**src/rtl/mfp_ahb_master_pkg.sv**
```systemverilog
// mfp_ahb_master_pkg
//   Shared AHB-lite encodings, master state encodings and the request
//   legality helper used by mfp_ahb_master.
package mfp_ahb_master_pkg;

    localparam logic [1:0] HTRANS_IDLE   = 2'b00;
    localparam logic [1:0] HTRANS_NONSEQ = 2'b10;

    localparam logic [2:0] HSIZE_BYTE = 3'b000;
    localparam logic [2:0] HSIZE_HALF = 3'b001;
    localparam logic [2:0] HSIZE_WORD = 3'b010;

    localparam logic [2:0] HBURST_SINGLE = 3'b000;

    localparam logic [1:0] ST_IDLE = 2'b00;
    localparam logic [1:0] ST_ADDR = 2'b01;
    localparam logic [1:0] ST_DATA = 2'b10;
    localparam logic [1:0] ST_ERR2 = 2'b11;

    // A request is legal when the size is byte/half/word and the address
    // is naturally aligned for that size.
    function automatic logic req_legal(input logic [2:0] size, input logic [1:0] addr_lo);
        case (size)
            HSIZE_BYTE: req_legal = 1'b1;
            HSIZE_HALF: req_legal = !addr_lo[0];
            HSIZE_WORD: req_legal = (addr_lo == 2'b00);
            default:    req_legal = 1'b0;
        endcase
    endfunction

endpackage

```
**src/rtl/mfp_ahb_master_wdt.sv**
```systemverilog
// mfp_ahb_master_wdt
//   Wait-state watchdog for mfp_ahb_master. Counts data-phase cycles with
//   HREADY low and flags expiry on the cycle that would reach TIMEOUT_CYCLES.
// Ports:
//   HCLK, HRESETn - bus clock, asynchronous active-low reset
//   clr           - data-phase entry, restarts the count
//   inc           - a DATA/ERR2 cycle with HREADY low
//   expire        - this stalled cycle is the TIMEOUT_CYCLES-th one
module mfp_ahb_master_wdt #(
    parameter int unsigned TIMEOUT_CYCLES = 256
) (
    input  logic HCLK,
    input  logic HRESETn,
    input  logic clr,
    input  logic inc,
    output logic expire
);

    localparam int unsigned CW = $clog2(TIMEOUT_CYCLES + 1);

    logic [CW-1:0] cnt;

    assign expire = inc && (cnt == CW'(TIMEOUT_CYCLES - 1));

    always_ff @(posedge HCLK or negedge HRESETn) begin
        if (!HRESETn) begin
            cnt <= '0;
        end else if (clr) begin
            cnt <= '0;
        end else if (inc && !expire) begin
            cnt <= cnt + 1'b1;
        end
    end

endmodule

```
**src/rtl/mfp_ahb_master.sv**
```systemverilog
// mfp_ahb_master
//   AHB-lite initiator: converts a client valid/ready request into single
//   (HBURST=SINGLE) AHB-lite transfers and returns a one-cycle response
//   pulse with read data and an error flag.
// Ports:
//   HCLK, HRESETn              - bus clock, asynchronous active-low reset
//   req_valid/req_ready        - client request handshake
//   req_write/addr/size/wdata  - request fields
//   rsp_valid/rsp_rdata/rsp_err- completion pulse, read data, error flag
//   HADDR..HWDATA              - AHB-lite master outputs
//   HRDATA, HREADY, HRESP      - AHB-lite slave responses
// Configuration:
//   MFP_AHB_MASTER_TIMEOUT_EN  - when defined, abandons a transfer after
//                                TIMEOUT_CYCLES stalled data-phase cycles.
module mfp_ahb_master
    import mfp_ahb_master_pkg::*;
#(
    parameter logic [3:0]  HPROT_VAL      = 4'b0011,
    parameter int unsigned TIMEOUT_CYCLES = 256
) (
    input  logic        HCLK,
    input  logic        HRESETn,
    input  logic        req_valid,
    output logic        req_ready,
    input  logic        req_write,
    input  logic [31:0] req_addr,
    input  logic [2:0]  req_size,
    input  logic [31:0] req_wdata,
    output logic        rsp_valid,
    output logic [31:0] rsp_rdata,
    output logic        rsp_err,
    output logic [31:0] HADDR,
    output logic [1:0]  HTRANS,
    output logic        HWRITE,
    output logic [2:0]  HSIZE,
    output logic [2:0]  HBURST,
    output logic [3:0]  HPROT,
    output logic        HMASTLOCK,
    output logic [31:0] HWDATA,
    input  logic [31:0] HRDATA,
    input  logic        HREADY,
    input  logic        HRESP
);

    logic [1:0]  state;
    logic [31:0] wdata_q;
    logic        bad_q;
    logic        accept;
    logic        legal;
    logic        tmo_expire;

    assign req_ready = (state == ST_IDLE) || ((state == ST_DATA) && HREADY && !HRESP);
    assign accept    = req_valid && req_ready;
    assign legal     = req_legal(req_size, req_addr[1:0]);

    assign HBURST    = HBURST_SINGLE;
    assign HMASTLOCK = 1'b0;
    assign HPROT     = HPROT_VAL;

`ifdef MFP_AHB_MASTER_TIMEOUT_EN
    logic tmo_clr;
    logic tmo_inc;

    assign tmo_clr = (state == ST_ADDR) && !bad_q && HREADY;
    assign tmo_inc = ((state == ST_DATA) || (state == ST_ERR2)) && !HREADY;

    mfp_ahb_master_wdt #(
        .TIMEOUT_CYCLES(TIMEOUT_CYCLES)
    ) u_wdt (
        .HCLK    (HCLK),
        .HRESETn (HRESETn),
        .clr     (tmo_clr),
        .inc     (tmo_inc),
        .expire  (tmo_expire)
    );
`else
    // TIMEOUT_CYCLES has no effect in this build.
    logic unused_timeout;
    assign unused_timeout = ^TIMEOUT_CYCLES;
    assign tmo_expire     = 1'b0;
`endif

    // Address-phase fields and write data are captured only for transfers
    // that actually reach the bus.
    always_ff @(posedge HCLK or negedge HRESETn) begin
        if (!HRESETn) begin
            HADDR   <= '0;
            HWRITE  <= 1'b0;
            HSIZE   <= HSIZE_WORD;
            wdata_q <= '0;
        end else if (accept && legal) begin
            HADDR   <= req_addr;
            HWRITE  <= req_write;
            HSIZE   <= req_size;
            wdata_q <= req_wdata;
        end
    end

    always_ff @(posedge HCLK or negedge HRESETn) begin
        if (!HRESETn) begin
            state     <= ST_IDLE;
            HTRANS    <= HTRANS_IDLE;
            HWDATA    <= '0;
            bad_q     <= 1'b0;
            rsp_valid <= 1'b0;
            rsp_rdata <= '0;
            rsp_err   <= 1'b0;
        end else begin
            rsp_valid <= 1'b0;
            case (state)
                ST_IDLE: begin
                    if (accept) begin
                        if (legal) begin
                            state  <= ST_ADDR;
                            HTRANS <= HTRANS_NONSEQ;
                        end else begin
                            rsp_valid <= 1'b1;
                            rsp_err   <= 1'b1;
                        end
                    end
                end
                ST_ADDR: begin
                    // An illegal request pipelined behind a completing
                    // transfer parks here for one idle cycle so its error
                    // pulse does not collide with the previous response.
                    if (bad_q) begin
                        bad_q     <= 1'b0;
                        state     <= ST_IDLE;
                        rsp_valid <= 1'b1;
                        rsp_err   <= 1'b1;
                    end else if (HREADY) begin
                        state  <= ST_DATA;
                        HTRANS <= HTRANS_IDLE;
                        HWDATA <= wdata_q;
                    end
                end
                ST_DATA: begin
                    if (tmo_expire) begin
                        state     <= ST_IDLE;
                        rsp_valid <= 1'b1;
                        rsp_err   <= 1'b1;
                    end else if (HRESP) begin
                        if (HREADY) begin
                            state     <= ST_IDLE;
                            rsp_valid <= 1'b1;
                            rsp_err   <= 1'b1;
                        end else begin
                            state  <= ST_ERR2;
                            HTRANS <= HTRANS_IDLE;
                        end
                    end else if (HREADY) begin
                        rsp_valid <= 1'b1;
                        rsp_err   <= 1'b0;
                        if (!HWRITE) begin
                            rsp_rdata <= HRDATA;
                        end
                        if (accept) begin
                            state <= ST_ADDR;
                            if (legal) begin
                                HTRANS <= HTRANS_NONSEQ;
                            end else begin
                                bad_q <= 1'b1;
                            end
                        end else begin
                            state <= ST_IDLE;
                        end
                    end
                end
                ST_ERR2: begin
                    if (tmo_expire || HREADY) begin
                        state     <= ST_IDLE;
                        rsp_valid <= 1'b1;
                        rsp_err   <= 1'b1;
                    end
                end
                default: begin
                    state  <= ST_IDLE;
                    HTRANS <= HTRANS_IDLE;
                end
            endcase
        end
    end

endmodule
```
**config.mk**
```make
export PLATFORM = sky130hd
export DESIGN_NAME = mfp_ahb_master
export DESIGN_NICKNAME = d
export VERILOG_FILES = /design/src/rtl/mfp_ahb_master_pkg.sv /design/src/rtl/mfp_ahb_master_wdt.sv /design/src/rtl/mfp_ahb_master.sv
export SDC_FILE = /design/constraint.sdc
export NUM_CORES = 1
export LEC_CHECK = 0
export CORE_ASPECT_RATIO = 0.9
export CORE_MARGIN = 2
export CORE_UTILIZATION = 41
export CTS_BUF_LIST = sky130_fd_sc_hd__clkbuf_8
export DETAILED_ROUTE_END_ITERATION = 12
export PLACE_DENSITY = 0.9
export SYNTH_ARGS = -nofsm -noshare
export SYNTH_HDL_FRONTEND = slang
export SYNTH_SLANG_ARGS = --single-unit
```
**constraint.sdc**
```tcl
create_clock -name HCLK -period 1.86 [get_ports HCLK]
set_input_delay 0.372 -clock HCLK [delete_from_list [all_inputs] [get_ports HCLK]]
set_output_delay 0.372 -clock HCLK [all_outputs]
set_load 0.005 [all_outputs]
```
# After elaboration in Yosys (flattened, before gate mapping)
# Cells that the tools add are included.
# word_totals
register_bits	139
in_bits	105
out_inout_bits	113
word_cells	85
# classes
n_eq_ne	19
n_mux	33
n_bitwise	3
reduce_logical	19
# ops
op	n
two-way mux 2 bit	14
inequality test 2 bit (second input constant)	11
AND reduction 5 bit	3
two-way mux 1 bit	13
inequality test 3 bit (second input constant)	3
case mux 2 bit (4 select lines)	1
AND reduction 4 bit	2
case mux 1 bit (3 select lines)	2
case mux 2 bit (3 select lines)	1
equality test 2 bit (second input constant)	2
logical AND 1 bit	4
logical NOT 2 bit	2
case mux 1 bit (4 select lines)	1
equality test 3 x 1 -> 1 bit (second input constant)	1
equality test 3 x 2 -> 1 bit (second input constant)	1
logical NOT 3 bit	1
inverter 1 bit	3
AND reduction 3 bit	1
nonzero test 3 bit	1
equality test 2 x 1 -> 1 bit (second input constant)	1
logical NOT 1 bit	2
case mux 1 bit (2 select lines)	1
nonzero test 2 bit	1
OR reduction 2 bit	1
logical OR 1 bit	1

# Longest topological paths before layout
# Gate-level depths: netlist of run 1.
# depth
word_depth	9
mapped_depth	8
mapped_depth_nobuf	6

# Least setup slack after synthesis of run 1
# No wires, ideal clock.
# synth_timing
path_kind	reg-to-reg
from	reg state[0]
to	reg HADDR[23]
setup_ns	0.125
arrival_ns	1.727
t_required_ns	1.735
slack_ns	0.007
path_stages_with_launch	9
n_path_buf	2
period_less_slack_ns	1.853
cell_sequence	dfrtp_1 inv_1 ha_1 and3b_1 o21ai_4 nor2_4 buf_6 buf_6 mux2_4
# synth_between
elab_chain_len	6
elab_cells_between_ends	7
cone_classes	eq/ne (1); reduce/logical (6)
# synth_lines
item	line_no	source
start, declared	mfp_ahb_master.sv:45	logic [1:0] state;
start signal, assigned	mfp_ahb_master.sv:101	state <= ST_IDLE;
start signal, assigned	mfp_ahb_master.sv:114	state <= ST_ADDR;
start signal, assigned	mfp_ahb_master.sv:128	state <= ST_IDLE;
equality test 2 bit	mfp_ahb_master.sv:52	assign req_ready = (state == ST_IDLE) || ((state == ST_DATA) && HREADY && !HRESP);
logical AND 1 bit (2 in series)	mfp_ahb_master.sv:52	
logical OR 1 bit *	mfp_ahb_master.sv:52	
logical AND 1 bit *	mfp_ahb_master.sv:53	assign accept = req_valid && req_ready;
logical AND 1 bit *	mfp_ahb_master.sv:91	end else if (accept && legal) begin
end signal, assigned	mfp_ahb_master.sv:92	HADDR <= req_addr;
end, declared	mfp_ahb_master.sv:32	output logic [31:0] HADDR,
# Every way passes the cells marked *; elsewhere a longest branch is shown, timed or not.
# A chain may end at the register's enable or synchronous reset.

# Worst setup path after layout of run 1
# layout_timing
from	reg state[0]
to	reg wdata_q[1]
# layout_between
elab_chain_len	6
elab_cells_between_ends	7
cone_classes	eq/ne (1); reduce/logical (6)
# layout_lines
item	line_no	source
equality test 2 bit	mfp_ahb_master.sv:52	
logical AND 1 bit (2 in series)	mfp_ahb_master.sv:52	
logical OR 1 bit *	mfp_ahb_master.sv:52	
logical AND 1 bit *	mfp_ahb_master.sv:53	
logical AND 1 bit *	mfp_ahb_master.sv:91	
end signal, assigned	mfp_ahb_master.sv:95	wdata_q <= req_wdata;
end, declared	mfp_ahb_master.sv:46	logic [31:0] wdata_q;
# Marks and branches as above.

==> results of run 1 <==
cell usage after synthesis, types with 3 or more instances:
library cell and instances:
dfrtp_1 138, mux2_2 125, buf_4 11, buf_2 9, mux2_4 8, a21oi_1 6
nand2_1 6, ha_1 5, inv_1 5, nand2b_1 3
cell families (layout without fill, tap and decap cells):
family | after synthesis | count (layout) | share of synthesized area
mux | 134 | 134 | 0.278
flops | 139 | 139 | 0.629
compound gates | 21 | 21 | 0.0283
simple gates | 21 | 21 | 0.0215
other cells | 2 | 8 | 0.00136
fa+ha+maj | 5 | 5 | 0.0113
buf+inv | 27 | 293 | 0.0305
power breakdown:
part	switching (mW)	internal, mW
Clock	1.19	1.40
Combinational	1.78	4.05
Sequential	0.820	4.47
cell type report:
type | count | share of cell area
Clock buffer | 19 | 0.0292
Clock inverter | 13 | 0.0183
Inverter | 5 | 0.00209
Multi-Input combinational cell | 189 | 0.242
Sequential cell | 139 | 0.388
Tap cell | 168 | 0.0235
Timing Repair Buffer | 256 | 0.297
repair_timing:
| action | 4_1_cts | 5_1_grt |
|---|---|---|
| hold buffers | 1 | 0 |
| cloned | 2 | 5 |
| setup endpoints to repair | 103 | 101 |
| setup buffers | 11 | 7 |
| endpoints found under the hold margin | 40 | 0 |
| pin swaps | 2 | 1 |
| resized for setup | 25 | 57 |
routing by layer:
| layer | vias up | routed length [um] | track usage |
|---|---|---|---|
| li1 | 1741 | - | - |
| met1 | 2003 | 5670 | 0.220 |
| met2 | 153 | 7560 | 0.337 |
| met3 | 23 | 1010 | 0.0818 |
| met4 | 0 | 245 | 0.0777 |
| met5 | - | 0 | 0 |
per-stage QoR:
stage          utilization  hold WS, ns  cell area [um^2]  setup TNS, ns  std cells
2_1_floorplan            -       0.0764              5550              0        355
5_1_grt              0.676        0.402              8960          -6.52        789
6_report             0.676        0.409              8960          -3.18        789
4_1_cts              0.649        0.383              8600          -3.19        780
3_3_place_gp         0.601        0.322              7970         -24.82        734
3_5_place_dp         0.601        0.330              7970         -30.97        734
worst reg2reg max path, delay by kind of cell (launching register included):
kind	cells	cell delay, ns
multiplexers	1	0.33
flip-flops	1	0.40
adder cells (fa/ha/maj)	1	0.16
AND/OR/NAND/NOR	2	0.35
buffers and inverters	4	0.53
AO/OA/AOI/OAI	1	0.07
registers in the layout, summed over array words and instances (netlist names):
name	cells
HADDR	32
HWDATA	32
rsp_rdata	32
wdata_q	32
HSIZE	3
HTRANS	2
state	2
HWRITE	1
bad_q	1
rsp_err	1
rsp_valid	1
worst paths after layout:
path | from | to
min in group HCLK | wdata_q[11]$_DFFE_PN0P_ | HWDATA[11]$_DFFE_PN0P_
hold reg to reg | wdata_q[11]$_DFFE_PN0P_ | HWDATA[11]$_DFFE_PN0P_
hold / removal | HRESETn | HTRANS[0]$_DFFE_PN0P_
setup / recovery | state[0]$_DFFE_PN0P_ | wdata_q[1]$_DFFE_PN0P_
setup reg to reg | state[0]$_DFFE_PN0P_ | wdata_q[1]$_DFFE_PN0P_
max in group asynchronous | HRESETn | rsp_rdata[6]$_DFFE_PN0P_
==> out/results.txt, run 1 <==
outcome -> finished with violations
failing checks -> setup timing
gr usage total -> 0.197
Root Buffer -> clkbuf_8
WP data arrival -> 2.27 ns
CTS tree -> yes
Initial Util -> 0.417
Max Slew Vio Count -> 0
initial antenna violation count -> 0
post-synth top area share -> 0.624
Levels on crit path -> 9
Power Density -> 1530 mW/mm^2
Multi-input gate area -> 0.00217 mm^2
HPWL Detailed -> 9.44 mm
Worst EP required -> 2.19 ns
post-synthesis cell type count -> 34
drt pass-1 iters -> 4
synthesized area -> 0.00553 mm^2
I/O pin count -> 218
critical path, cell by cell -> inv_2 > ha_4 > buf_6 > and3b_2 > o21ai_4 > nor2_4 > buf_6 > clkbuf_16 > mux2_2
nets -> 718
slowest CP cell -> dfrtp_1
drt drc -> 0
die width -> 126 um
Yosys reg bits -> 139
Die H -> 114 um
# rows -> 40
global route overflow -> 0
Most used DFF post-synth -> dfrtp_1
RSZ-0062 raised after global routing -> yes
Leak -> 3.91 nW
CTS clock-pin slew for the worst setup and hold paths -> 0.09 ns
cells on worst reg2reg path -> 9
Achievable Freq -> 514 MHz
Setup CP Type -> flip-flop to flip-flop
period utilization -> 1.05
endpoint class of the critical path -> flip-flop
Fin. Hold Viols -> 0
leading area contributor after synthesis -> dfrtp_1
worst reg2reg setup slack -> -0.09 ns
Ant. Diodes -> 0
Vias per Instance -> 4.97
Final setup viols -> 57
commonest non-fill, non-tap cell in the layout -> clkdlybuf4s50_1
commonest cells after routing, fill and taps aside -> clkdlybuf4s50_1, dfrtp_1, mux2_2
Post-Synthesis Cells -> 349
total area of sequential cells -> 0.00348 mm^2
Post-Syn Area per Cell -> 15.8 um^2
initial DRC count -> 112
Setup crit start kind -> flip-flop
Pwr Total -> 13.7 mW
fill cell count -> 869
Yosys warning count -> 0
Final Wtd Congestion -> 0.843
H-tree levels -> 4
sequential fraction of the synthesis area -> 0.629
most used cell, CP -> buf_6
asr flop ratio synth -> 1.00
worst-path maximum fanout -> 6
CTS sink cnt -> 139
pin count of the biggest net entering global routing -> 54
synthesis-to-layout area growth -> 62.0%
remaining antenna violation count after routing -> 0
share of cells above drive strength 1 -> 0.382
Worst IR Drop VDD -> 0.820 mV
vias in the first global route -> 4208
dpl ws -> -0.318 ns
post-route setup slack -> -0.0854 ns
final setup skew -> 0.0141 ns
Top delay family on crit path -> buffers and inverters
vias after detailed routing -> 3920
EDFF count, synth -> 0
port buffer count -> 209
crit path buf inv count -> 4
number of max-cap violations -> 0
fin crit period -> 1.95 ns
Skew-Pair Late Insertion Delay -> 0.45 ns
final WL -> 14.5 mm
total CTS buffers -> 17
Synth area leaders -> dfrtp_1, mux2_2, mux2_4, buf_4, ha_1
DR WL/cell -> 18.4 um
global-route wire length before repair -> 21.8 mm
Die ar. -> 0.0144 mm^2
Max Buffers Root-to-Sink -> 2
area of the core -> 0.0133 mm^2
max incr delay on CP -> 0.40 ns
worst hold path class -> primary input to async pin
(Power assumes the default switching activity.)
==> inputs of run 2 (changes only) <==
CELL_PAD_IN_SITES_DETAIL_PLACEMENT = 1   (was unset)
CELL_PAD_IN_SITES_GLOBAL_PLACEMENT = 1   (was unset)
CORE_UTILIZATION = 32   (was 41)
PLACE_DENSITY = 0.89   (was 0.9)
==> run 2 against run 1 <==
The run still ends with setup timing left; global-route usage down 1.5 points; critical path depth unchanged; combinational power is 2% lower.
==> out/results.txt, run 2 (synthesized netlist as in run 1, its figures left out) <==
outcome -> finished with violations
failing checks -> setup timing
busiest grt layer -> met2
Multi-input gate area -> 0.00204 mm^2
HPWL Detailed -> 11.0 mm
pin count of the biggest net entering global routing -> 62
Vias per Instance -> 4.62
commonest non-fill, non-tap cell in the layout -> clkdlybuf4s50_1
Max Slew Vio Count -> 0
CTS clock-pin slew for the worst setup and hold paths -> 0.08 ns
die width -> 143 um
vias in the first global route -> 4594
fin crit period -> 2.01 ns
fill cell count -> 1651
Ant. Diodes -> 0
Max Buffers Root-to-Sink -> 2
Die ar. -> 0.0184 mm^2
GR Util met3 -> 0.0525
# rows -> 45
CTS tree -> yes
period utilization -> 1.08
worst-path maximum fanout -> 5
final WL -> 16.9 mm
worst hold path class -> primary input to async pin
RSZ-0062 raised after global routing -> yes
Die H -> 129 um
port buffer count -> 209
area of the core -> 0.0169 mm^2
endpoint class of the critical path -> flip-flop
Worst IR Drop VDD -> 0.579 mV
global route overflow -> 0
drt pass-1 iters -> 4
number of max-cap violations -> 0
Skew-Pair Late Insertion Delay -> 0.43 ns
synthesis-to-layout area growth -> 63.5%
total area of sequential cells -> 0.00348 mm^2
I/O pin count -> 218
final setup skew -> 0.0131 ns
Initial Util -> 0.327
Worst EP required -> 2.17 ns
H-tree levels -> 4
Setup crit start kind -> flip-flop
vias after detailed routing -> 3869
gr usage total -> 0.182
Final Wtd Congestion -> 0.895
met1 usage -> 0.204
Power Density -> 1510 mW/mm^2
share of cells above drive strength 1 -> 0.371
drt drc -> 0
initial DRC count -> 120
WP data arrival -> 2.32 ns
post-route setup slack -> -0.153 ns
CTS sink cnt -> 139
post-layout util -> 0.536
Final setup viols -> 70
initial antenna violation count -> 0
DR WL/cell -> 20.2 um
remaining antenna violation count after routing -> 0
commonest cells after routing, fill and taps aside -> clkdlybuf4s50_1, dfrtp_1, mux2_2
Achievable Freq -> 497 MHz
Setup CP Type -> flip-flop to flip-flop
Fin. Hold Viols -> 0
met2 Use GR -> 0.331
dpl ws -> -0.331 ns
total CTS buffers -> 17
global-route wire length before repair -> 25.5 mm
nets -> 724
Leak -> 3.90 nW
worst hold slack -> 0.409 ns
Root Buffer -> clkbuf_8
==> run 2: power breakdown <==
group	total [mW]	switching [mW]	internal, mW
Combinational	5.72	1.80	3.92
Sequential	5.34	0.866	4.47
Clock	2.57	1.18	1.39
==> run 2: per-layer routing <==
layer / up-vias / wire length (um)
li1: 1748 / -
met1: 1967 / 6750
met2: 136 / 8910
met3: 18 / 954
met4: 0 / 295
met5: - / 0
==> run 2: worst max-delay path: stages (launching register included) <==
cell	delay [ns]
dfrtp_1	0.42
ha_4	0.18
buf_6	0.11
and3b_2	0.23
o21ai_4	0.16
nor2_4	0.07
buf_6	0.15
buf_4	0.14
buf_12	0.13
mux2_4	0.31
==> run 2: final cells by class <==
class | count | share of cell area
flip-flops and latches | 139 | 0.385
repair buffers | 262 | 0.313
multi-input cells | 189 | 0.225
well taps | 211 | 0.0292
clock buffers | 19 | 0.0289
clock inverters | 12 | 0.0165
inverters | 5 | 0.00235
==> run 2: final timing paths <==
| kind | from | end | slack [ns] | depth (start not counted) |
|---|---|---|---|---|
| worst max-delay path | state[1]$_DFFE_PN0P_ | wdata_q[9]$_DFFE_PN0P_ | -0.15 | 9 |
| worst min-delay path | HRESETn | rsp_err$_DFFE_PN0P_ | 0.41 | 2 |
| worst max register to register | state[1]$_DFFE_PN0P_ | wdata_q[9]$_DFFE_PN0P_ | -0.15 | 9 |
| worst min register to register | wdata_q[10]$_DFFE_PN0P_ | HWDATA[10]$_DFFE_PN0P_ | 0.51 | 1 |
| max in group asynchronous | HRESETn | HWDATA[26]$_DFFE_PN0P_ | 0.81 | 3 |
| min in group HCLK | wdata_q[10]$_DFFE_PN0P_ | HWDATA[10]$_DFFE_PN0P_ | 0.51 | 1 |
==> run 2: repair_timing <==
| item | 4_1_cts | 5_1_grt |
|---|---|---|
| hold endpoints to repair | 32 | 0 |
| hold buffers | 1 | 0 |
| gates resized for setup | 34 | 19 |
| endpoints found under the setup margin | 102 | 104 |
| pin swaps | 5 | 4 |
| gates cloned | 5 | 4 |
| buffers inserted | 20 | 2 |
==> run 2: through the flow <==
| step | instance area (um^2) | setup TNS (ns) | instances | power [mW] |
|---|---|---|---|---|
| after floorplan | 5550 | 0 | 355 | 7.25 |
| after global placement | 8000 | -23.94 | 774 | 10.2 |
| after detailed placement | 8000 | -28.08 | 774 | 10.6 |
| after CTS | 8860 | -6.23 | 831 | 13.6 |
| after global routing | 9050 | -10.91 | 837 | 14.4 |
| final | 9050 | -5.82 | 837 | 13.6 |
